File: src/rtl/mem_wb_pkg.sv
// Shared definitions for the MEM/WB elastic stage.
// It provides the occupancy encodings, the payload width and the offsets used
// to pack and unpack the payload fields.
// Payload layout, from MSB to LSB: {reg_write, wb_data[XLEN-1:0], rd[REG_ADDR_W-1:0]}
package mem_wb_pkg;

    typedef enum logic [1:0] {
        OCC_EMPTY = 2'd0,
        OCC_ONE   = 2'd1,
        OCC_TWO   = 2'd2
    } occ_e;

    localparam int XLEN_DEFAULT       = 64;
    localparam int REG_ADDR_W_DEFAULT = 5;
    localparam int WB_PAYLOAD_W       = 1 + XLEN_DEFAULT + REG_ADDR_W_DEFAULT;

    function automatic int wb_payload_w(input int xlen, input int reg_addr_w);
        return 1 + xlen + reg_addr_w;
    endfunction

    function automatic int off_rd();
        return 0;
    endfunction

    function automatic int off_wb_data(input int reg_addr_w);
        return reg_addr_w;
    endfunction

    function automatic int off_reg_write(input int xlen, input int reg_addr_w);
        return xlen + reg_addr_w;
    endfunction

endpackage

File: src/rtl/pipe_skid_buf.sv
// Generic valid/ready stage whose payload width is set by a parameter.
// SKID=1 gives a 2-entry skid buffer with a registered in_ready.
// SKID=0 gives a single entry with a combinational in_ready.
//
// Ports:
//   clk, reset            : clock and asynchronous active-high reset
//   flush                 : synchronous discard of every held entry
//   in_valid/in_ready     : upstream handshake, in_data is the payload
//   out_valid/out_ready   : downstream handshake, out_data is the payload
//   occupancy             : number of entries held (0..2)
//
// state     | meaning
// ----------+-----------------------------------------------
// OCC_EMPTY | nothing held
// OCC_ONE   | main holds the output entry
// OCC_TWO   | main holds output, skid holds overflow entry
module pipe_skid_buf #(
    parameter int W    = 8,
    parameter bit SKID = 1'b1
) (
    input  logic         clk,
    input  logic         reset,
    input  logic         flush,
    input  logic         in_valid,
    output logic         in_ready,
    input  logic [W-1:0] in_data,
    output logic         out_valid,
    input  logic         out_ready,
    output logic [W-1:0] out_data,
    output logic [1:0]   occupancy
);
    import mem_wb_pkg::*;

    occ_e         state_q, state_d;
    logic [W-1:0] main_q, main_d;
    logic [W-1:0] skid_q, skid_d;
    logic         in_ready_q, in_ready_d;
    logic         accept, release_w;

    assign out_valid = (state_q != OCC_EMPTY);
    assign out_data  = main_q;
    assign occupancy = state_q;
    assign in_ready  = SKID ? in_ready_q : (~out_valid | out_ready);
    assign accept    = in_valid & in_ready;
    assign release_w = out_valid & out_ready;

    // With SKID=0 an accept in OCC_ONE always coincides with a release,
    // so OCC_TWO is never reached and the same transition table serves both modes.
    always_comb begin
        state_d = state_q;
        main_d  = main_q;
        skid_d  = skid_q;
        if (flush) begin
            state_d = OCC_EMPTY;
        end else begin
            unique case (state_q)
                OCC_EMPTY: begin
                    if (accept) begin
                        state_d = OCC_ONE;
                        main_d  = in_data;
                    end
                end
                OCC_ONE: begin
                    if (accept && release_w) begin
                        main_d = in_data;
                    end else if (accept) begin
                        state_d = OCC_TWO;
                        skid_d  = in_data;
                    end else if (release_w) begin
                        state_d = OCC_EMPTY;
                    end
                end
                OCC_TWO: begin
                    if (release_w) begin
                        state_d = OCC_ONE;
                        main_d  = skid_q;
                    end
                end
                default: state_d = OCC_EMPTY;
            endcase
        end
        in_ready_d = (state_d != OCC_TWO);
    end

    always_ff @(posedge clk or posedge reset) begin
        if (reset) begin
            state_q    <= OCC_EMPTY;
            main_q     <= '0;
            skid_q     <= '0;
            in_ready_q <= 1'b1;
        end else begin
            state_q    <= state_d;
            main_q     <= main_d;
            skid_q     <= skid_d;
            in_ready_q <= in_ready_d;
        end
    end

endmodule

File: src/rtl/mem_wb_pipe.sv
// MEM/WB elastic pipeline stage placed between the data-memory stage and the
// register-file write port.
// The write-back data is selected at capture time. Writes to x0 are suppressed
// when the entry is stored. A saturating counter records back-pressure cycles.
//
// Ports:
//   clk, reset                 : clock and asynchronous active-high reset
//   flush                      : synchronous discard of held entries
//   in_valid/in_ready          : MEM-side handshake
//   in_reg_write, in_mem_to_reg, in_read_data, in_alu_result, in_rd : MEM payload
//   out_valid/out_ready        : write-back handshake
//   out_reg_write, out_wb_data, out_rd : write-back payload
//   occupancy                  : entries held (0..2)
//   stall_cycles               : saturating count of out_valid & ~out_ready cycles
module mem_wb_pipe #(
    parameter int XLEN       = 64,
    parameter int REG_ADDR_W = 5,
    parameter bit SKID       = 1'b1,
    parameter int CNT_W      = 32
) (
    input  logic                  clk,
    input  logic                  reset,
    input  logic                  flush,
    input  logic                  in_valid,
    output logic                  in_ready,
    input  logic                  in_reg_write,
    input  logic                  in_mem_to_reg,
    input  logic [XLEN-1:0]       in_read_data,
    input  logic [XLEN-1:0]       in_alu_result,
    input  logic [REG_ADDR_W-1:0] in_rd,
    output logic                  out_valid,
    input  logic                  out_ready,
    output logic                  out_reg_write,
    output logic [XLEN-1:0]       out_wb_data,
    output logic [REG_ADDR_W-1:0] out_rd,
    output logic [1:0]            occupancy,
    output logic [CNT_W-1:0]      stall_cycles
);
    import mem_wb_pkg::*;

    localparam int PW      = wb_payload_w(XLEN, REG_ADDR_W);
    localparam int OFF_RD  = off_rd();
    localparam int OFF_DAT = off_wb_data(REG_ADDR_W);
    localparam int OFF_RW  = off_reg_write(XLEN, REG_ADDR_W);

    logic [PW-1:0]    in_payload, out_payload;
    logic [CNT_W-1:0] stall_q, stall_d;

    assign in_payload[OFF_RW]                 = in_reg_write & (in_rd != '0);
    assign in_payload[OFF_DAT +: XLEN]        = in_mem_to_reg ? in_read_data : in_alu_result;
    assign in_payload[OFF_RD +: REG_ADDR_W]   = in_rd;

    pipe_skid_buf #(
        .W    (PW),
        .SKID (SKID)
    ) u_buf (
        .clk       (clk),
        .reset     (reset),
        .flush     (flush),
        .in_valid  (in_valid),
        .in_ready  (in_ready),
        .in_data   (in_payload),
        .out_valid (out_valid),
        .out_ready (out_ready),
        .out_data  (out_payload),
        .occupancy (occupancy)
    );

    // The stored write enable may be stale after a flush, so it is gated by out_valid.
    assign out_reg_write = out_payload[OFF_RW] & out_valid;
    assign out_wb_data   = out_payload[OFF_DAT +: XLEN];
    assign out_rd        = out_payload[OFF_RD +: REG_ADDR_W];

    always_comb begin
        stall_d = stall_q;
        if (out_valid && !out_ready && !(&stall_q)) begin
            stall_d = stall_q + CNT_W'(1);
        end
    end

    always_ff @(posedge clk or posedge reset) begin
        if (reset) begin
            stall_q <= '0;
        end else begin
            stall_q <= stall_d;
        end
    end

    assign stall_cycles = stall_q;

endmodule

File: config.mk
export PLATFORM = sky130hd
export DESIGN_NAME = mem_wb_pipe
export DESIGN_NICKNAME = d
export VERILOG_FILES = /design/src/rtl/mem_wb_pkg.sv /design/src/rtl/pipe_skid_buf.sv /design/src/rtl/mem_wb_pipe.sv
export SDC_FILE = /design/constraint.sdc
export NUM_CORES = 1
export LEC_CHECK = 0
export ABC_AREA = 0
export BUFFER_PORTS_ARGS = -buffer_cell sky130_fd_sc_hd__clkbuf_2
export CAP_MARGIN = 20
export CORE_MARGIN = 2
export CORE_UTILIZATION = 48
export DETAILED_ROUTE_END_ITERATION = 8
export HOLD_SLACK_MARGIN = 0.06
export MAX_ROUTING_LAYER = met4
export PLACE_DENSITY = 0.77
export SKIP_LAST_GASP = 1
export SYNTH_ARGS = -nofsm -noshare
export SYNTH_HDL_FRONTEND = slang
export SYNTH_HIERARCHICAL = 1
export SYNTH_SLANG_ARGS = --single-unit
File: constraint.sdc
create_clock -name clk -period 5.82 [get_ports clk]
set_input_delay 1.746 -clock clk [delete_from_list [all_inputs] [get_ports clk]]
set_output_delay 1.746 -clock clk [all_outputs]
set_load 0.1 [all_outputs]
==> flow_summary.ini <==
[hold_path]
hold_path.class = flip-flop to flip-flop
worstHoldPathCells = 2

[routing]
dr_total_vias = 6115
detail_route.iter0.violations = 229
post_drt_via_cell_ratio = 5.218
wl_cell_um = 16.21
dr.pass1.iters = 5
antenna_violating_nets_post_route = 0
remaining_drc_errors = 0
routed_wirelength_mm = 19.00

[synthesis]
synth-seq-cells = 175
ys.warnings.count = 6
synth_cell_types = 50
syn_area_per_cell_um2 = 12.46
number_of_instances_in_the_synthesized_netlist = 697
synth_sequential_area_ratio_pct = 50.43
mappedNetlistArea_um2 = 8686
syn_nets = 838

[sta]
hold_slack_ns = 0.4850
final_hold_viol_count = 0
finalCritPeriodShare_pct = 61.28
pin_slew_with_the_least_headroom_to_its_limit_ns = 0.9924
post-route-min-period_ns = 3.567
max_clock_freq_mhz = 280.4
final_max_slew_viol_count = 0
grt_setup_unrepaired = false
tns_ns = 0
worst_clock_skew_ns = 0.01650
report.final.setup_viol = 0
timing.slew.headroom_pct = 33.84

[clock_network]
clk_pin_slew_worst_paths_ns = 0.06
clock_latency_ns = 0.43
cts_root_cell = sky130_fd_sc_hd__clkbuf_16
cts_tree = built
cts_max_path_buffers = 2
cts-hold-fix-buffers = 0
ctsResizeCount = 0
cts-htree-levels = 4
cts_sinks = 175
cts_post_setup_buffers_inserted = 0
tritoncts.num_buffers = 17

[place]
placed_cells_incl_taps = 1140
port_buffers = 245
gp_congestion = 0.8856
place_hpwl_mm = 13.21

[finish]
layout.cells.most_common = sky130_fd_sc_hd__clkbuf_2
fillers = 1393
insertedDiodeCount = 0
area_growth_pct = 22.80
instances_no_fill = 1172
layout_common_cells = 244 x sky130_fd_sc_hd__clkbuf_2, 174 x sky130_fd_sc_hd__dfrtp_1, 80 x sky130_fd_sc_hd__nand2_1
finalNetCount = 1071
post_route_cells_drive_above_1_share_pct = 46.45

[global_route]
grt_pass1_vias = 6177
grt_first_pass_wirelength_mm = 31.70
grt_antenna_before_repair = 0
largest_net_degree_at_the_start_of_global_routing = 141
grt_remaining_overflow = 0
groute.usage.overall_pct = 20.99

[power]
totalPowerFinal_mw = 4.457
power.ir.vdd_worst_uv = 299.9
standby_leakage_power_nw = 5.300
power_per_cell_area_nw_per_um2 = 417.8

[critical_path]
timing.setup.critical_path_class = flip-flop to output port
arrival_ns = 1.82
cp.required_ns = 4.07
cp_max_fo = 7
timing.critical_path.to_type = output port
worst_setup_path_start_kind = flip-flop
worst_r2r_path_depth = 4

[floorplan]
ioPinCount = 246
design.core.area_um2 = 17840
row_count = 49
die_w_um = 138.5
floorplan.die_area_um2 = 19190
floorplan.initialDensity_pct = 48.69
die_y_um = 138.5

[outcome]
run_status = complete, no violations

[run]
drv.max_cap_violation_count = 0
-- worst max-delay path, cell delays in order, from the launching register on --
cell	delay, ns
sky130_fd_sc_hd__dfrtp_1	0.51
sky130_fd_sc_hd__or2_2	0.39
sky130_fd_sc_hd__and2_1	0.15
sky130_fd_sc_hd__clkbuf_2	0.36
-- cell type report --
class	instances	area [µm²]	area share (%)
inverter	4	20.02	0.1877
tap	229	286.5	2.686
clock inverter	12	155.1	1.455
sequential	175	4380	41.07
timing repair buffer	253	1299	12.18
clock buffer	20	456.7	4.282
multi-input combinational	479	4069	38.15
-- layer usage --
layer | global-route usage, % | wire length (µm)
met4 | 6.713 | 359
met2 | 31.63 | 8735
met5 | - | 0
met3 | 4.676 | 987
met1 | 28.48 | 8915
-- cells by family after synthesis --
family / Yosys count / synth area share (%)
AO/OA/AOI/OAI: 83 / 5.229
XOR/XNOR: 27 / 2.722
adder cells (fa/ha/maj): 1 / 0.1440
AND/OR/NAND/NOR: 160 / 9.652
buffers and inverters: 43 / 2.867
multiplexers: 208 / 28.95
flip-flops: 175 / 50.43
-- sequential cells by signal, summed over array words and instances (netlist names) --
name             cells
stall_cycles        32
u_buf/out_data      70
u_buf/in_ready       1
u_buf/occupancy      2
u_buf/skid_q        70
-- final timing paths --
path	end	from	slack, ns
setup / recovery	out_reg_write	u_buf/occupancy[0]	2.25
hold / removal	u_buf/out_data[3]	u_buf/out_data[3]	0.49
setup reg to reg	u_buf/skid_q[8]	u_buf/occupancy[1]	3.38
hold reg to reg	u_buf/out_data[3]	u_buf/out_data[3]	0.49
max in group asynchronous	u_buf/skid_q[46]	reset	3.43
min in group asynchronous	stall_cycles[15]	reset	1.44
-- synthesized netlist by cell type, drive strengths merged --
cell type / n / share of area [%]
nand2b: 2 / 0.17
and4b: 1 / 0.12
nand4: 13 / 1.3
nand3: 15 / 0.86
and3: 7 / 0.52
o21ai: 71 / 4.1
nor4bb: 1 / 0.19
xnor2: 17 / 1.7
clkbuf: 11 / 0.48
nand4bb: 1 / 0.13
a31oi: 3 / 0.46
and2: 5 / 0.36
and4: 4 / 0.40
ha: 1 / 0.14
a21oi: 5 / 0.29
nor2: 12 / 0.58
mux2i: 72 / 8.3
o21a: 2 / 0.17
or2: 2 / 0.17
inv: 4 / 0.17
dfstp: 1 / 0.30
o22a: 1 / 0.10
nor4: 3 / 0.39
a41o: 1 / 0.12
or3: 2 / 0.14
dfrtp: 174 / 50
xor2: 10 / 1.0
buf: 28 / 2.2
nor3: 5 / 0.29
and3b: 1 / 0.10
or4: 2 / 0.22
mux2: 136 / 21
nor2b: 2 / 0.14
nand2: 81 / 3.5
nor3b: 1 / 0.086
-- report_power, final --
group | switching [mW] | internal (mW)
clock network | 0.480 | 0.702
logic | 1.16 | 0.435
registers | 0.188 | 1.49
total | 1.83 | 2.63
-- stage by stage --
stage	worst slack [ns]	cell area, µm²	utilization (%)
6_report	2.253	10670	59.79
5_1_grt	2.172	10670	59.79
4_1_cts	2.243	10670	59.79
3_5_place_dp	1.932	10050	56.36
3_3_place_gp	1.950	10050	56.36
2_1_floorplan	0.2377	8686	-
Power figures use the tool's default switching activity.
